### config.mk
export PLATFORM = sky130hd
export DESIGN_NAME = perf_counter_sequencer_flat
export DESIGN_NICKNAME = d
export VERILOG_FILES = /design/src/rtl/perf_counter_sequencer_if.sv /design/src/rtl/perf_counter_sequencer.sv /design/src/flat_wrapper.sv
export SDC_FILE = /design/constraint.sdc
export NUM_CORES = 1
export LEC_CHECK = 0
export ABC_AREA = 1
export CAP_MARGIN = 20
export CORE_ASPECT_RATIO = 0.6
export CORE_MARGIN = 2
export CORE_UTILIZATION = 25
export DETAILED_ROUTE_END_ITERATION = 16
export GPL_ROUTABILITY_DRIVEN = 0
export SYNTH_ARGS = -nofsm -noshare
export SYNTH_HDL_FRONTEND = slang
export SYNTH_SLANG_ARGS = --single-unit
### constraint.sdc
create_clock -name clk -period 6.7 [get_ports clk]
set_clock_uncertainty 0.05 [all_clocks]
set_input_delay 1.34 -clock clk [delete_from_list [all_inputs] [get_ports clk]]
set_output_delay 1.34 -clock clk [all_outputs]
set_load 0.05 [all_outputs]
### src/rtl/perf_counter_sequencer_if.sv
// Control-slave port of the performance counter, as driven by the sequencer.
// The sequencer is the only master on this port.
interface perf_counter_sequencer_if;
    logic [4:0]  pc_address;
    logic        pc_write;
    logic        pc_begintransfer;
    logic [31:0] pc_writedata;
    logic [31:0] pc_readdata;

    modport master (
        output pc_address,
        output pc_write,
        output pc_begintransfer,
        output pc_writedata,
        input  pc_readdata
    );

    modport slave (
        input  pc_address,
        input  pc_write,
        input  pc_begintransfer,
        input  pc_writedata,
        output pc_readdata
    );
endinterface

### src/rtl/perf_counter_sequencer.sv
// Arbitrates per-section start/stop and global clear requests into single-cycle
// slave writes, and runs a coherent hi/lo/hi snapshot readout of one section.
module perf_counter_sequencer #(
    parameter int NUM_SECTIONS = 8,
    parameter int MAX_RETRY    = 3
) (
    input  logic                     clk,
    input  logic                     reset_n,
    input  logic [7:0]               start_req,
    input  logic [7:0]               stop_req,
    input  logic                     clear_req,
    input  logic                     snap_req,
    input  logic [2:0]               snap_sel,
    output logic                     snap_busy,
    output logic                     snap_valid,
    output logic [63:0]              snap_time,
    output logic [31:0]              snap_events,
    output logic                     req_overflow,
    perf_counter_sequencer_if.master pc
);

    localparam int         RW        = (MAX_RETRY < 1) ? 1 : $clog2(MAX_RETRY + 1);
    localparam logic [8:0] ONE9      = 9'd1;
    localparam logic [7:0] SECT_MASK = 8'((ONE9 << NUM_SECTIONS) - ONE9);

    typedef enum logic [2:0] {
        S_IDLE = 3'd0,
        S_HI1  = 3'd1,
        S_LO   = 3'd2,
        S_HI2  = 3'd3,
        S_CMP  = 3'd4,
        S_EV   = 3'd5
    } snap_state_e;

    // Round-robin search: {found, index} of the first set bit at or after ptr.
    function automatic logic [3:0] rr_pick(input logic [7:0] vec, input logic [2:0] ptr);
        logic [3:0] pick;
        int         idx;
        pick = 4'd0;
        for (int k = NUM_SECTIONS - 1; k >= 0; k--) begin
            idx  = int'(ptr) + k;
            idx  = (idx >= NUM_SECTIONS) ? idx - NUM_SECTIONS : idx;
            pick = vec[3'(idx)] ? {1'b1, 3'(idx)} : pick;
        end
        return pick;
    endfunction

    function automatic logic [2:0] ptr_after(input logic [2:0] sec);
        return (int'(sec) + 1 >= NUM_SECTIONS) ? 3'd0 : sec + 3'd1;
    endfunction

    snap_state_e state_q, state_d;
    logic [2:0]    sel_q, sel_d;
    logic [RW-1:0] retry_q, retry_d;
    logic [31:0]   hi1_q, hi1_d, lo_q, lo_d, hi2_q, hi2_d;
    logic          busy_q, busy_d, valid_q, valid_d;
    logic [63:0]   time_q, time_d;
    logic [31:0]   events_q, events_d;
    logic [7:0]    start_pend_q, start_pend_d, stop_pend_q, stop_pend_d;
    logic          clear_pend_q, clear_pend_d, ovf_q, ovf_d;
    logic [2:0]    rr_ptr_q, rr_ptr_d;
    logic [4:0]    addr_q, addr_d;
    logic          wr_q, wr_d;
    logic [31:0]   wdata_q, wdata_d;

    logic [7:0]  start_new_s, stop_new_s, start_eff_s, stop_eff_s;
    logic        clear_eff_s, ovf_evt_s, snap_acc_s, arb_block_s;
    logic [3:0]  stop_pick_s, start_pick_s;
    logic        arb_wr_s;
    logic [4:0]  arb_addr_s, fsm_addr_s;
    logic [31:0] arb_wdata_s;
    logic [2:0]  sel_in_s;

    // Merge this cycle's requests into the pending view; a stop beats a same-cycle start.
    always_comb begin
        stop_new_s  = stop_req & SECT_MASK;
        start_new_s = start_req & SECT_MASK & ~stop_new_s;
        ovf_evt_s   = |((start_req & stop_req & SECT_MASK)
                      | (stop_new_s & stop_pend_q)
                      | (start_new_s & start_pend_q));
        stop_eff_s  = stop_pend_q | stop_new_s;
        start_eff_s = (start_pend_q & ~stop_new_s) | start_new_s;
        clear_eff_s = clear_pend_q | clear_req;
        sel_in_s    = (int'(snap_sel) < NUM_SECTIONS) ? snap_sel : 3'd0;
        snap_acc_s  = snap_req & (state_q == S_IDLE);
        arb_block_s = busy_q | snap_acc_s;
    end

    // Command arbiter: clear, then stops, then starts; stops and starts share one pointer.
    always_comb begin
        stop_pick_s  = rr_pick(stop_eff_s, rr_ptr_q);
        start_pick_s = rr_pick(start_eff_s, rr_ptr_q);
        start_pend_d = start_eff_s;
        stop_pend_d  = stop_eff_s;
        clear_pend_d = clear_eff_s;
        ovf_d        = ovf_q | ovf_evt_s;
        rr_ptr_d     = rr_ptr_q;
        arb_wr_s     = 1'b0;
        arb_addr_s   = 5'd0;
        arb_wdata_s  = 32'd0;
        if (arb_block_s) begin
            arb_wr_s = 1'b0;
        end else if (clear_eff_s) begin
            start_pend_d = 8'd0;
            stop_pend_d  = 8'd0;
            clear_pend_d = 1'b0;
            ovf_d        = 1'b0;
            arb_wr_s     = 1'b1;
            arb_wdata_s  = 32'd1;
        end else if (stop_pick_s[3]) begin
            stop_pend_d = stop_eff_s & ~(8'd1 << stop_pick_s[2:0]);
            rr_ptr_d    = ptr_after(stop_pick_s[2:0]);
            arb_wr_s    = 1'b1;
            arb_addr_s  = {stop_pick_s[2:0], 2'b00};
        end else if (start_pick_s[3]) begin
            start_pend_d = start_eff_s & ~(8'd1 << start_pick_s[2:0]);
            rr_ptr_d     = ptr_after(start_pick_s[2:0]);
            arb_wr_s     = 1'b1;
            arb_addr_s   = {start_pick_s[2:0], 2'b01};
        end else begin
            arb_wr_s = 1'b0;
        end
        wr_d    = arb_wr_s;
        wdata_d = arb_wdata_s;
        addr_d  = arb_wr_s ? arb_addr_s : fsm_addr_s;
    end

    // Snapshot FSM; fsm_addr_s is the address for the state being entered, since
    // read data returns one cycle after the address is presented.
    always_comb begin
        state_d    = state_q;
        sel_d      = sel_q;
        retry_d    = retry_q;
        hi1_d      = hi1_q;
        lo_d       = lo_q;
        hi2_d      = hi2_q;
        busy_d     = busy_q;
        valid_d    = 1'b0;
        time_d     = time_q;
        events_d   = events_q;
        fsm_addr_s = 5'd0;
        case (state_q)
            S_IDLE: begin
                if (snap_acc_s) begin
                    sel_d      = sel_in_s;
                    retry_d    = '0;
                    busy_d     = 1'b1;
                    state_d    = S_HI1;
                    fsm_addr_s = {sel_in_s, 2'b01};
                end else begin
                    busy_d = 1'b0;
                end
            end
            S_HI1: begin
                state_d    = S_LO;
                fsm_addr_s = {sel_q, 2'b00};
            end
            S_LO: begin
                hi1_d      = pc.pc_readdata;
                state_d    = S_HI2;
                fsm_addr_s = {sel_q, 2'b01};
            end
            S_HI2: begin
                lo_d       = pc.pc_readdata;
                state_d    = S_CMP;
                fsm_addr_s = {sel_q, 2'b10};
            end
            S_CMP: begin
                hi2_d = pc.pc_readdata;
                if ((pc.pc_readdata != hi1_q) && (retry_q < RW'(MAX_RETRY))) begin
                    retry_d    = retry_q + RW'(1);
                    state_d    = S_HI1;
                    fsm_addr_s = {sel_q, 2'b01};
                end else begin
                    state_d = S_EV;
                end
            end
            S_EV: begin
                events_d = pc.pc_readdata;
                // A torn high word after the last retry leaves the low word meaningless.
                time_d   = (hi2_q != hi1_q) ? {hi2_q, 32'd0} : {hi2_q, lo_q};
                valid_d  = 1'b1;
                busy_d   = 1'b0;
                state_d  = S_IDLE;
            end
            default: begin
                busy_d  = 1'b0;
                state_d = S_IDLE;
            end
        endcase
    end

    // State and output registers.
    always_ff @(posedge clk or negedge reset_n) begin
        if (!reset_n) begin
            state_q      <= S_IDLE;
            sel_q        <= 3'd0;
            retry_q      <= '0;
            hi1_q        <= 32'd0;
            lo_q         <= 32'd0;
            hi2_q        <= 32'd0;
            busy_q       <= 1'b0;
            valid_q      <= 1'b0;
            time_q       <= 64'd0;
            events_q     <= 32'd0;
            start_pend_q <= 8'd0;
            stop_pend_q  <= 8'd0;
            clear_pend_q <= 1'b0;
            ovf_q        <= 1'b0;
            rr_ptr_q     <= 3'd0;
            addr_q       <= 5'd0;
            wr_q         <= 1'b0;
            wdata_q      <= 32'd0;
        end else begin
            state_q      <= state_d;
            sel_q        <= sel_d;
            retry_q      <= retry_d;
            hi1_q        <= hi1_d;
            lo_q         <= lo_d;
            hi2_q        <= hi2_d;
            busy_q       <= busy_d;
            valid_q      <= valid_d;
            time_q       <= time_d;
            events_q     <= events_d;
            start_pend_q <= start_pend_d;
            stop_pend_q  <= stop_pend_d;
            clear_pend_q <= clear_pend_d;
            ovf_q        <= ovf_d;
            rr_ptr_q     <= rr_ptr_d;
            addr_q       <= addr_d;
            wr_q         <= wr_d;
            wdata_q      <= wdata_d;
        end
    end

    assign snap_busy           = busy_q;
    assign snap_valid          = valid_q;
    assign snap_time           = time_q;
    assign snap_events         = events_q;
    assign req_overflow        = ovf_q;
    assign pc.pc_address       = addr_q;
    assign pc.pc_write         = wr_q;
    assign pc.pc_begintransfer = wr_q;
    assign pc.pc_writedata     = wdata_q;

endmodule

### src/flat_wrapper.sv
// flat-port wrapper written by rule: the top's interface ports become plain ports
module perf_counter_sequencer_flat 
#(
    parameter int NUM_SECTIONS = 8,
    parameter int MAX_RETRY    = 3
)
  (clk, reset_n, start_req, stop_req, clear_req, snap_req, snap_sel, snap_busy, snap_valid, snap_time, snap_events, req_overflow, pc_pc_address, pc_pc_write, pc_pc_begintransfer, pc_pc_writedata, pc_pc_readdata);
  perf_counter_sequencer_if pc_i ();
  input  logic clk;
  input  logic reset_n;
  input  logic [7:0] start_req;
  input  logic [7:0] stop_req;
  input  logic clear_req;
  input  logic snap_req;
  input  logic [2:0] snap_sel;
  output logic snap_busy;
  output logic snap_valid;
  output logic [63:0] snap_time;
  output logic [31:0] snap_events;
  output logic req_overflow;
  output wire logic [$bits(pc_i.pc_address)-1:0] pc_pc_address;
  output wire logic [$bits(pc_i.pc_write)-1:0] pc_pc_write;
  output wire logic [$bits(pc_i.pc_begintransfer)-1:0] pc_pc_begintransfer;
  output wire logic [$bits(pc_i.pc_writedata)-1:0] pc_pc_writedata;
  input wire logic [$bits(pc_i.pc_readdata)-1:0] pc_pc_readdata;
  assign pc_pc_address = pc_i.pc_address;
  assign pc_pc_write = pc_i.pc_write;
  assign pc_pc_begintransfer = pc_i.pc_begintransfer;
  assign pc_pc_writedata = pc_i.pc_writedata;
  assign pc_i.pc_readdata = pc_pc_readdata;
  perf_counter_sequencer #(.NUM_SECTIONS(NUM_SECTIONS), .MAX_RETRY(MAX_RETRY)) u_core (.clk(clk), .reset_n(reset_n), .start_req(start_req), .stop_req(stop_req), .clear_req(clear_req), .snap_req(snap_req), .snap_sel(snap_sel), .snap_busy(snap_busy), .snap_valid(snap_valid), .snap_time(snap_time), .snap_events(snap_events), .req_overflow(req_overflow), .pc(pc_i));
endmodule
* After elaboration in Yosys (flattened, before gate mapping)
Cells that the tools add are included.
** Storage, ports and cells
- Register bits after elaboration :: 261
- Bits in latches :: 0
- Bits in writable memories :: 0
- Bits in read-only memories :: 0
- Output and inout bits :: 138
- Word-level logic and storage cells :: 207
- Memories :: 0
** Operators by class
- Add/subtract/negate cells :: 20
- $mul :: 0
- Divide/modulo/power cells :: 0
- Magnitude comparators :: 19
- Eq/ne operators :: 9
- Shift operators :: 2
- Mux-type cells :: 110
- Bitwise operators :: 20
- Reductions and logical operators :: 9
** Operators by type and width (number)
- $ge A32 B5 Y1 const B :: 2
- $mux W32 :: 2
- $mux W4 :: 16
- $ne A32 B32 Y1 :: 2
- $and A8 B8 Y8 :: 7
- $mux W8 :: 7
- $bmux W1 S3 :: 16
- $mux W1 :: 42
- $mux W3 :: 14
- $lt A3 B5 Y1 const B :: 8
- $mux W5 :: 7
- $or A8 B8 Y8 :: 4
- $ge A4 B4 Y1 const B :: 7
- $pmux W5 S5 :: 1
- $not A8 Y8 :: 3
- $sub A3 B1 Y3 const B :: 8
- $add A3 B3 Y4 const B :: 4
- $shl A1 B3 Y8 const A :: 2
- $pmux W3 S5 :: 1
- $add A3 B1 Y4 const B :: 3
- $add A3 B2 Y4 const B :: 2
- $reduce_or A8 Y1 :: 1
- $add A3 B1 Y3 const B :: 2
- $eq A3 B2 Y1 const B :: 2
- other kinds (18) :: 26

* Longest topological paths before layout
Gate-level depths: netlist (run 1).
- Depth after elaboration :: 21
- Depth in mapped cells :: 24

* Worst setup path after synthesis (run 1)
No wires, ideal clock.
- Path kind :: input-to-reg
- Start point :: input port stop_req[2]
- End point :: register u_core.rr_ptr_q[2]
- Setup time :: 0.124 ns
- Data arrival time :: 3.181 ns
- Slack :: 3.345 ns
- Stages :: 18
- Path buffers :: 0
- Cell sequence :: nor2_1 -> nand2_1 -> nand2_1 -> nand2_1 -> nand3_1 -> nand2_1 -> inv_1 -> nand3_1 -> nand3_1 -> nand3_1 -> nand2_1 -> inv_1 -> ha_1 -> ha_1 -> inv_1 -> nor2_1 -> a21oi_1 -> a21oi_1
** Between the ends
- Word-level cells in the longest chain between the ends :: 19
- Elaborated cells between the ends (all ways) :: 81
- Those cells by class :: 4 x add/sub; 2 x order compare; 68 x mux; 5 x bitwise; 2 x reduce/logical
** Ends and longest elaborated chain
- start: declaration :: line flat_wrapper.sv:12 : input logic [7:0] stop_req;
- $not A8 Y8 :: line perf_counter_sequencer.sv:77, perf_counter_sequencer.sv:82
- $and A8 B8 Y8 (on tied branches) :: line perf_counter_sequencer.sv:82, perf_counter_sequencer.sv:77
- $or A8 B8 Y8 :: line perf_counter_sequencer.sv:82 : start_eff_s = (start_pend_q & ~stop_new_s) | start_new_s;
- $bmux W1 S3 :: line perf_counter_sequencer.sv:43 : pick = vec[3'(idx)] ? {1'b1, 3'(idx)} : pick;
- $mux W1 (not written as such) (2 in a row) :: line perf_counter_sequencer.sv:43
- $mux W4 (8 in a row) :: line perf_counter_sequencer.sv:43
- $add A3 B1 Y4 :: line perf_counter_sequencer.sv:49 : return (int'(sec) + 1 >= NUM_SECTIONS) ? 3'd0 : sec + 3'd1;
- $ge A32 B5 Y1 :: line perf_counter_sequencer.sv:49
- $mux W3 :: line perf_counter_sequencer.sv:49
- $mux W3 :: line perf_counter_sequencer.sv:115 : end else if (start_pick_s[3]) begin
- $mux W3 :: line perf_counter_sequencer.sv:110 : end else if (stop_pick_s[3]) begin
- end signal: assignment :: line perf_counter_sequencer.sv:229 : rr_ptr_q <= rr_ptr_d;
- end: declaration :: line perf_counter_sequencer.sv:61 : logic [2:0] rr_ptr_q, rr_ptr_d;
Parallel ways exist; a longest one is shown, timed or not. The select of a mux whose other input is x is not followed.
A chain may end at the register's enable or synchronous reset.

* Worst setup path after layout (run 1)
- Start point :: register u_core.rr_ptr_q[0]
- End point :: register u_core.rr_ptr_q[2]
** Between the ends
- Word-level cells in the longest chain between the ends :: 19
- Elaborated cells between the ends (all ways) :: 107
- Those cells by class :: 19 x add/sub; 10 x order compare; 76 x mux; 2 x reduce/logical
** Ends and longest elaborated chain
- $add A3 B3 Y4 :: line perf_counter_sequencer.sv:41 : idx = int'(ptr) + k;
- $ge A4 B4 Y1 / $sub A3 B1 Y3 (equally long branches) :: line perf_counter_sequencer.sv:42 : idx = (idx >= NUM_SECTIONS) ? idx - NUM_SECTIONS : idx;
- $mux W3 :: line perf_counter_sequencer.sv:42
- $bmux W1 S3 :: line perf_counter_sequencer.sv:43
- $mux W1 (not written as such) (2 in a row) :: line perf_counter_sequencer.sv:43
- $mux W4 (8 in a row) :: line perf_counter_sequencer.sv:43
- $add A3 B1 Y4 :: line perf_counter_sequencer.sv:49
- $ge A32 B5 Y1 :: line perf_counter_sequencer.sv:49
- $mux W3 :: line perf_counter_sequencer.sv:49
- $mux W3 :: line perf_counter_sequencer.sv:115
- $mux W3 :: line perf_counter_sequencer.sv:110
Parallel ways exist; a longest one is shown, timed or not. The select of a mux whose other input is x is not followed.

==> flow_metrics.env, run 1 <==
export IMPL_number_of_antenna_violations_at_the_first_check_in_global_routing=3
export IMPL_final_min_clock_period_ns=4.38
export IMPL_grt_max_degree=138
export IMPL_swShare_pct=49.3
export IMPL_finalSetupViolations=0
export IMPL_fin_util_pct=32.0
export IMPL_postSynth_topFlopCell="dfrtp_1"
export IMPL_synth_cell_area_um2=11300
export IMPL_timing_max_slew_rel_slack_pct=32.3
export IMPL_detailroute_wirelength_met3_mm=4.05
export IMPL_worst_slew_pin_transition_ns=1.02
export IMPL_std_cell_rows=60
export IMPL_total_switching_power_mw=4.23
export IMPL_worst_setup_hold_path_clk_slew_ns=0.06
export IMPL_ir_drop_mv=0.271
export IMPL_post_drt_via_cell_ratio=4.65
export IMPL_n_fill_cell=4599
export IMPL_clock_sinks=230
export IMPL_synth_most_common_cell="nand2_1"
export IMPL_synth_top_cell_by_area="dfrtp_1"
export IMPL_worst_setup_path_start_kind="flip-flop"
export IMPL_grt_residual_overflow=0
export IMPL_status="finished clean"
export IMPL_timing_hold_ws_ns=0.425
export IMPL_final_layout_size_suffix_gt1_share_pct=6.82
export IMPL_cts_hold_buffers_added=0
export IMPL_syn_to_final_growth_pct=26.7
export IMPL_core_um2=44700
export IMPL_num_vias=9788
export IMPL_leakagePower_nw=6.84
export IMPL_drc=0
export IMPL_power_frac_comb_pct=53.1
export IMPL_synthesis_area_per_instance_um2=8.35
export IMPL_start_util_pct=25.3
export IMPL_cp_required_ns=7.07
export IMPL_power_density_nw_per_um2=599
export IMPL_worst_setup_ep_type="flip-flop"
export IMPL_post_synth_most_frequent_cells="nand2_1 (389), dfrtp_1 (230), o21ai_0 (167)"
export IMPL_die_area_um2=46900
export IMPL_met2_length_mm=14.5
export IMPL_setup_tns_ns=0
export IMPL_io_pins=193
export IMPL_clk_path_buf_depth=3
export IMPL_cts_root_buf="clkbuf_16"
export IMPL_topRoutingLayerUsed="met4"
export IMPL_layout_worst_path_cycle_share_pct=65.4
export IMPL_finish_net_count=1557
export IMPL_grt_setup_unrepaired="no"
export IMPL_count_of_synthesis_stage_warnings_from_yosys=0
export IMPL_synth_lib_cells_used_distinct=47
export IMPL_initialDrtViolationCount=1067
export IMPL_port_buffers=161
export IMPL_firstDrtPassIters=7
export IMPL_grt_first_pass_wirelength_mm=56.9
export IMPL_syn_inst=1353
export IMPL_average_routed_wire_per_standard_cell_um=17.8
export IMPL_tritoncts="done"
export IMPL_max_freq_mhz=228
export IMPL_internal_power_mw=4.34
export IMPL_yosys_register_bits=230
export IMPL_routed_wl_mm=37.4
export IMPL_track_usage_pct=15.7
export IMPL_multi_input_area_um2=4620
export IMPL_place_hpwl_mm=28.0
export IMPL_regArea_um2=5760
export IMPL_cts_buffers_inserted=26
export IMPL_hold_path_class="flip-flop to flip-flop"
export IMPL_crit_type="flip-flop to flip-flop"
export IMPL_fp_dieH_um=169
export IMPL_htree_num_levels=1
export IMPL_antenna_left=0
export IMPL_drv_max_cap_violation_count=0
export IMPL_postCtsSetupRepairBufs=0
export IMPL_post_cts_resized_instances=0
export IMPL_grt_pass1_vias=9250
export IMPL_synth_top_cells_by_area="dfrtp_1 (51%), nand2_1 (13%), o21ai_0 (7.4%)"
export IMPL_die_width_um=278
export IMPL_worst_ep_arrival_time_ns=4.75
export IMPL_worstSkewPairLatency_ns=0.55
export IMPL_count_of_flip_flops_with_a_built_in_enable_after_synthesis=0
export IMPL_maxSlewViolCount=0
export IMPL_critPathMaxFanout=21
export IMPL_clockPowerShare_pct=18.3
export IMPL_timing_final_hold_violations=0
export IMPL_synth_largest_type_area_fraction_pct=51.0
export IMPL_synth_seq_area_share_pct=51.0
export IMPL_sequentialPowerShare_pct=28.6
export IMPL_synth_async_sr_flop_share_pct=100
export IMPL_wl_met1_mm=17.7
-- worst paths after layout --
kind                                          from  slack [ns]            endpoint  depth (start not counted)
min in group asynchronous                  reset_n        0.76    u_core.hi2_q[16]                          1
worst max-delay path            u_core.rr_ptr_q[0]        2.32  u_core.rr_ptr_q[2]                         20
worst min-delay path               u_core.sel_q[0]        0.42     u_core.sel_q[0]                          2
worst max register to register  u_core.rr_ptr_q[0]        2.32  u_core.rr_ptr_q[2]                         20
worst min register to register     u_core.sel_q[0]        0.42     u_core.sel_q[0]                          2
max in group asynchronous                  reset_n        4.62     u_core.lo_q[18]                          2
-- routing by layer --
layer  global-route usage (%)  up-vias
li1                         -     4583
met1                     23.4     4741
met2                     21.0      397
met3                     5.76       67
met4                     4.32        0
met5                        0        -
-- layout by cell type (no fill, tap or decap), types with 3 or more instances in the layout --
| cell type | instances |
|---|---|
| diode_2 | 4 |
| nor3_1 | 6 |
| clkdlybuf4s50_1 | 160 |
| nand2_2 | 8 |
| nor2_1 | 36 |
| a21boi_0 | 3 |
| o21ai_0 | 167 |
| o2111ai_1 | 3 |
| a31oi_1 | 3 |
| conb_1 | 31 |
| clkbuf_8 | 6 |
| buf_4 | 5 |
| xnor2_1 | 41 |
| ha_1 | 10 |
| o21ai_1 | 4 |
| a21oi_1 | 24 |
| inv_2 | 12 |
| clkbuf_16 | 27 |
| xor2_1 | 12 |
| bufinv_16 | 4 |
| nand3_1 | 118 |
| nor4_1 | 6 |
| nor2_4 | 4 |
| inv_1 | 133 |
| nand2_1 | 389 |
| nand4_1 | 13 |
| clkbuf_1 | 5 |
| or2_2 | 4 |
| nand3_2 | 10 |
| dfrtp_1 | 230 |
| o221ai_1 | 4 |
-- sequential cells by signal, indices dropped and copies added, names as in the netlist --
| signal | count |
|---|---|
| u_core.lo_q | 32 |
| u_core.retry_q | 2 |
| u_core.snap_time | 64 |
| u_core.rr_ptr_q | 3 |
| u_core.clear_pend_q | 1 |
| u_core.snap_events | 32 |
| u_core.stop_pend_q | 8 |
| u_core.pc.pc_begintransfer | 1 |
| u_core.req_overflow | 1 |
| u_core.pc.pc_writedata | 1 |
| u_core.pc.pc_address | 5 |
| u_core.snap_busy | 1 |
| u_core.snap_valid | 1 |
| u_core.state_q | 3 |
| u_core.hi1_q | 32 |
| u_core.hi2_q | 32 |
| u_core.sel_q | 3 |
| u_core.start_pend_q | 8 |
-- kinds of logic after synthesis --
logic type	count (synthesis)	synth area share (%)
xor gates and xnor gates	56	4.84
adders and majority gates	10	1.11
buffers and inverters	234	9.35
DFF	230	51.0
and+or+nand+nor	602	23.2
AOI/OAI and AO/OA	220	10.5
other	1	0.0332
-- stage by stage --
step / total power [mW] / cells / instance area, µm² / setup WS (ns)
after floorplan: 5.51 / 1383 / 11400 / 3.35
after global placement: 6.82 / 2052 / 13300 / 2.54
after detailed placement: 6.91 / 2053 / 13400 / 2.45
after CTS: 8.52 / 2100 / 14300 / 2.55
after global routing: 9.13 / 2102 / 14300 / 2.06
final: 8.57 / 2104 / 14300 / 2.32
-- cell type report --
cell class,instances,area share [%]
clock buffers,38,5.43
flip-flops and latches,230,40.2
inverters,147,3.87
clock inverters,9,1.08
repair buffers,168,11.8
diodes,4,0.0700
multi-input cells,919,32.3
well taps,589,5.15
-- critical path: stages (launching register included) --
cell and delay [ns]:
dfrtp_1 0.85, inv_2 0.34, ha_1 0.62, inv_1 0.34, nand3_1 0.17, nand2_1 0.12, nand2_1 0.12, nand2_1 0.10
nand3_1 0.11, nand2_1 0.06, nand2_1 0.05, nand2_1 0.05, nand2_1 0.05, nand2_1 0.05, nand2_1 0.28, inv_1 0.19
ha_1 0.32, inv_1 0.05, nor2_1 0.04, a21oi_1 0.17, a21oi_1 0.08
-- power groups by stage --
stage | Clock (mW) | Sequential, mW | Combinational [mW]
after floorplan | 0 | 3.06 | 2.45
after global placement | 0 | 2.44 | 4.37
after detailed placement | 0 | 2.46 | 4.45
after CTS | 1.60 | 2.44 | 4.48
after global routing | 1.66 | 2.52 | 4.95
final | 1.57 | 2.45 | 4.55
Power figures use the tool's default switching activity.
==> run 2, diff against run 1 <==
Clock period 6.7 ns to 4.4 ns, I/O delays scaled along.
==> run 2 against run 1 <==
Core utilization is 0.078 points higher; first-iteration DRC count is 12% higher; cell area is 0.25% higher; register-to-register slack worse by 1.6 ns; count of clock-buffer cells in the layout is 1 higher; wire length is 1.2% lower; clock power is 46% higher; non-clock buffer count is 5 higher; fmax is 19% higher; sequential cell count stayed put; combinational power is 53% higher; sequential power is 50% higher; critical path type unchanged.
==> flow_metrics.env, run 2 (same netlist as run 1, synthesis figures left out) <==
export IMPL_status="finished clean"
export IMPL_antenna_left=0
export IMPL_grt_pass1_vias=9138
export IMPL_leakagePower_nw=6.87
export IMPL_core_um2=44700
export IMPL_post_drt_via_cell_ratio=4.60
export IMPL_die_area_um2=46900
export IMPL_regToRegEndpoint="u_core.rr_ptr_q[2]"
export IMPL_start_util_pct=25.3
export IMPL_syn_to_final_growth_pct=27.0
export IMPL_maxSlewViolCount=0
export IMPL_worst_setup_path_start_kind="flip-flop"
export IMPL_largest_register_ffs=64
export IMPL_worst_slew_pin_transition_ns=1.01
export IMPL_top_library_cells_by_usage_in_the_layout_fill_and_taps_aside="nand2_1 (389), dfrtp_1 (230), o21ai_0 (167), clkdlybuf4s50_1 (160), inv_1 (133)"
export IMPL_routed_wl_mm=36.9
export IMPL_worstSkewPairLatency_ns=0.54
export IMPL_io_pins=193
export IMPL_worst_ep_arrival_time_ns=4.05
export IMPL_fp_dieH_um=169
export IMPL_setup_tns_ns=0
export IMPL_cts_root_buf="clkbuf_16"
export IMPL_grt_max_degree=117
export IMPL_hold_path_class="primary input to async pin"
export IMPL_final_layout_size_suffix_gt1_share_pct=7.25
export IMPL_critical_path_startpoint="u_core.rr_ptr_q[1]"
export IMPL_crit_type="flip-flop to flip-flop"
export IMPL_average_routed_wire_per_standard_cell_um=17.5
export IMPL_worst_r2r_path_cells=20
export IMPL_grt_first_pass_wirelength_mm=56.7
export IMPL_finish_net_count=1562
export IMPL_num_vias=9711
export IMPL_post_cts_resized_instances=0
export IMPL_p_total_mw=12.9
export IMPL_tritoncts="done"
export IMPL_layout_worst_path_cycle_share_pct=83.9
export IMPL_grt_residual_overflow=0
export IMPL_htree_num_levels=1
export IMPL_port_buffers=161
export IMPL_timing_final_hold_violations=0
export IMPL_rr_startpoint="u_core.rr_ptr_q[1]"
export IMPL_die_width_um=278
export IMPL_drc=0
export IMPL_track_usage_pct=15.6
export IMPL_max_freq_mhz=271
export IMPL_dpl_worst_slack_ns=0.576
export IMPL_cp_required_ns=4.76
export IMPL_postCtsSetupRepairBufs=0
export IMPL_drv_max_cap_violation_count=0
export IMPL_layout_cells_most_common="nand2_1"
export IMPL_timing_reg2reg_setup_slack_ns=0.71
export IMPL_grt_setup_unrepaired="no"
export IMPL_number_of_antenna_violations_at_the_first_check_in_global_routing=5
export IMPL_place_hpwl_mm=27.9
export IMPL_clk_path_buf_depth=3
export IMPL_power_density_nw_per_um2=901
export IMPL_firstDrtPassIters=5
export IMPL_initialDrtViolationCount=1191
export IMPL_n_fill_cell=4591
export IMPL_timing_max_slew_rel_slack_pct=32.7
export IMPL_final_min_clock_period_ns=3.69
export IMPL_worst_setup_ep_type="flip-flop"
export IMPL_cts_buffers_inserted=26
export IMPL_finalWorstSetupSlack_ns=0.711
export IMPL_critPathMaxFanout=14
export IMPL_ir_drop_mv=0.345
export IMPL_std_cell_rows=60
export IMPL_clock_sinks=230
export IMPL_worst_setup_hold_path_clk_slew_ns=0.06
export IMPL_finalSetupViolations=0
export IMPL_cts_hold_buffers_added=0
export IMPL_fin_util_pct=32.1
export IMPL_setup_worst_path_end="u_core.rr_ptr_q[2]"
## run 2: routing by layer
| metal | GRT usage [%] | vias up | wire [µm] |
|---|---|---|---|
| met2 | 21.0 | 382 | 14400 |
| met4 | 4.23 | 0 | 1130 |
| met1 | 23.1 | 4682 | 17500 |
| met5 | 0 | - | 0 |
| li1 | - | 4588 | - |
| met3 | 5.56 | 59 | 3810 |
## run 2: power breakdown
group | switching [mW] | internal, mW
logic | 4.78 | 2.19
clock network | 0.912 | 1.37
registers | 0.663 | 3.00
total | 6.36 | 6.57
## run 2: layout make-up
type / count / area [µm²] / area share (%)
clock buffer: 39 / 801 / 5.58
antenna: 5 / 12.5 / 0.0872
multi-input combinational: 919 / 4620 / 32.2
clock inverter: 9 / 105 / 0.733
timing repair buffer: 173 / 1750 / 12.2
tap: 589 / 737 / 5.14
sequential: 230 / 5760 / 40.1
inverter: 147 / 554 / 3.86
## run 2: worst min-delay path by stage
stage	depth (start not counted)	slack (ns)	end	start
2_1_floorplan	2	0.39	u_core.sel_q[0]	u_core.sel_q[0]
3_3_place_gp	2	0.41	u_core.sel_q[1]	u_core.sel_q[1]
3_5_place_dp	2	0.41	u_core.snap_time[33]	u_core.snap_time[33]
4_1_cts	1	0.34	u_core.snap_time[45]	reset_n
5_1_grt	1	0.36	u_core.snap_time[45]	reset_n
6_report	1	0.27	u_core.snap_time[48]	reset_n
## run 2: through the flow
step	hold slack [ns]	cell area [µm²]	instances
2_1_floorplan	0.393	11400	1383
4_1_cts	0.336	14300	2106
3_5_place_dp	0.413	13400	2058
5_1_grt	0.361	14300	2107
6_report	0.267	14300	2111
3_3_place_gp	0.407	13400	2057
## run 2: worst max-delay path: stages, from the launching register on
cell     delay, ns
dfrtp_1       0.36
inv_2         0.12
ha_1          0.59
inv_1         0.36
nand3_1       0.18
nand2_1       0.13
nand2_1       0.12
nand2_1       0.11
a21oi_1       0.15
nand2_1       0.07
inv_1         0.06
nand2_1       0.05
nand2_1       0.05
nand2_1       0.07
a21oi_2       0.28
ha_1          0.23
ha_1          0.24
inv_1         0.06
nor2_1        0.04
a21oi_1       0.16
a21oi_1       0.09
==> run 3, diff against run 2 <==
Clock period 4.4 ns to 3.1 ns, I/O delays scaled along.
==> run 3 against run 2 <==
Register-to-register slack lost 0.48 ns; wire length rose by 2.9%; clock power is 53% higher; setup slack lost 0.48 ns; core utilization rose by 1.3 points; highest routed layer is now met5.
==> flow_metrics.env, run 3 (same netlist as run 1, synthesis figures left out) <==
export IMPL_grt_first_pass_wirelength_mm=57.4
export IMPL_routed_wl_mm=38.0
export IMPL_clockPowerShare_pct=17.9
export IMPL_worst_setup_hold_path_clk_slew_ns=0.06
export IMPL_leakagePower_nw=7.20
export IMPL_layout_worst_path_cycle_share_pct=92.6
export IMPL_num_vias=10000
export IMPL_worstSkewPairLatency_ns=0.55
export IMPL_clk_path_buf_depth=3
export IMPL_critical_path_startpoint="u_core.rr_ptr_q[0]"
export IMPL_worst_path_dominant_cell_family="simple AND/OR/NAND/NOR gates"
export IMPL_cp_required_ns=3.49
export IMPL_layout_cells_non_filler=2171
export IMPL_top_library_cells_by_usage_in_the_layout_fill_and_taps_aside="nand2_1 (388), dfrtp_1 (229), o21ai_0 (167), clkdlybuf4s50_1 (160), inv_1 (132)"
export IMPL_critPathMaxFanout=18
export IMPL_critical_path_cell_chain="buf_4 -> nand3_1 -> nand3_1 -> and2_1 -> nand2_1 -> nand2_1 -> a21oi_1 -> nand2_1 -> nand2_1 -> nand2_1 -> nand2_1 -> nand2_2 -> nand2_2 -> buf_4 -> nand2_1 -> nor2_2 -> nand2_1 -> nand2_1 -> inv_1"
export IMPL_tritoncts="done"
export IMPL_timing_final_hold_violations=0
export IMPL_syn_to_final_growth_pct=32.2
export IMPL_final_min_clock_period_ns=2.87
export IMPL_die_area_um2=46900
export IMPL_io_pins=193
export IMPL_timing_reg2reg_setup_slack_ns=0.23
export IMPL_dpl_worst_slack_ns=-0.214
export IMPL_grt_residual_overflow=0
export IMPL_place_hpwl_mm=29.2
export IMPL_n_fill_cell=4574
export IMPL_cts_root_buf="clkbuf_16"
export IMPL_hold_path_class="primary input to async pin"
export IMPL_number_of_antenna_violations_at_the_first_check_in_global_routing=4
export IMPL_timing_max_slew_rel_slack_pct=42.4
export IMPL_final_area_um2=14900
export IMPL_status="finished clean"
export IMPL_fin_util_pct=33.4
export IMPL_std_cell_rows=60
export IMPL_start_util_pct=25.3
export IMPL_timing_hold_ws_ns=0.0400
export IMPL_finish_net_count=1623
export IMPL_ir_drop_mv=0.467
export IMPL_grt_pass1_vias=9444
export IMPL_grt_max_degree=99
export IMPL_regToRegEndpoint="u_core.start_pend_q[6]"
export IMPL_htree_num_levels=1
export IMPL_post_drt_via_cell_ratio=4.62
export IMPL_average_routed_wire_per_standard_cell_um=17.5
export IMPL_power_density_nw_per_um2=1310
export IMPL_cpMostUsedCell="nand2_1"
export IMPL_antenna_left=0
export IMPL_worst_setup_path_start_kind="flip-flop"
export IMPL_drv_max_cap_violation_count=0
export IMPL_die_width_um=278
export IMPL_layout_cells_most_common="nand2_1"
export IMPL_grt_setup_unrepaired="no"
export IMPL_clock_sinks=230
export IMPL_crit_buf_inv=3
export IMPL_max_stage_delay_ns=0.45
export IMPL_dp_cells=2118
export IMPL_worst_setup_ep_type="flip-flop"
export IMPL_worst_r2r_path_cells=19
export IMPL_track_usage_pct=15.9
export IMPL_rr_startpoint="u_core.rr_ptr_q[0]"
export IMPL_cts_buffers_inserted=27
export IMPL_postPlaceCellArea_um2=13900
export IMPL_max_freq_mhz=348
export IMPL_largest_register_ffs=64
export IMPL_power_frac_comb_pct=55.5
export IMPL_swShare_pct=47.9
export IMPL_setup_tns_ns=0
export IMPL_firstDrtPassIters=6
export IMPL_internal_power_mw=10.2
export IMPL_fp_dieH_um=169
export IMPL_worst_slew_pin_transition_ns=0.864
export IMPL_worst_ep_arrival_time_ns=3.26
export IMPL_core_um2=44700
export IMPL_total_switching_power_mw=9.37
export IMPL_crit_cells=19
export IMPL_initialDrtViolationCount=1019
export IMPL_setup_worst_path_end="u_core.start_pend_q[6]"
export IMPL_drc=0
export IMPL_finalWorstSetupSlack_ns=0.230
export IMPL_final_layout_size_suffix_gt1_share_pct=11.3
export IMPL_crit_type="flip-flop to flip-flop"
export IMPL_crit_path_top_delay_cell="dfrtp_2"
export IMPL_sequentialPowerShare_pct=26.6
export IMPL_port_buffers=161
export IMPL_p_total_mw=19.5
export IMPL_finalSetupViolations=0
export IMPL_maxSlewViolCount=0
## run 3: worst min-delay path by stage
| stage | end | slack (ns) | depth (start not counted) |
|---|---|---|---|
| floorplan | u_core.clear_pend_q | 0.27 | 0 |
| global placement | u_core.sel_q[2] | 0.41 | 2 |
| detailed placement | u_core.sel_q[1] | 0.41 | 2 |
| CTS | u_core.snap_time[45] | 0.09 | 1 |
| global route | u_core.snap_time[45] | 0.11 | 1 |
| finish | u_core.snap_time[45] | 0.04 | 1 |
## run 3: repair_timing
action | CTS | global route
setup endpoints to repair | 0 | 15
endpoints found under the hold margin | 0 | 0
resized for setup | 0 | 9
hold buffers | 0 | 0
setup buffers | 0 | 0
## run 3: power groups by stage
stage / Clock [mW] / Combinational [mW] / Sequential, mW
floorplan: 0 / 5.29 / 6.61
global placement: 0 / 10.4 / 5.18
detailed placement: 0 / 10.6 / 5.22
CTS: 3.60 / 10.6 / 5.18
global route: 3.73 / 11.8 / 5.34
finish: 3.50 / 10.9 / 5.20
## run 3: layout make-up
cell class                 instances  area, µm²  share of cell area [%]
inverter                         147        557                    3.73
timing repair buffer             233       2240                    15.0
antenna                            4       10.0                  0.0671
multi-input combinational        919       4650                    31.1
tap                              589        737                    4.94
sequential                       230       5760                    38.6
clock inverter                    16        243                    1.63
clock buffer                      33        738                    4.95
## run 3: per-layer routing
| metal | share of wire (%) | vias up | track usage (%) |
|---|---|---|---|
| met2 | 39 | 390 | 21.0 |
| met4 | 3.1 | 4 | 4.58 |
| met3 | 11 | 66 | 5.87 |
| met5 | 0.066 | - | 0 |
| li1 | - | 4712 | - |
| met1 | 48 | 4858 | 23.6 |
## run 3: worst reg2reg max path: cells and delay by family (launching register included)
kind | cells | cell delay (ns)
DFF | 1 | 0.45
and+or+nand+nor | 15 | 1.72
AOI/OAI and AO/OA | 1 | 0.15
buffers and inverters | 3 | 0.41
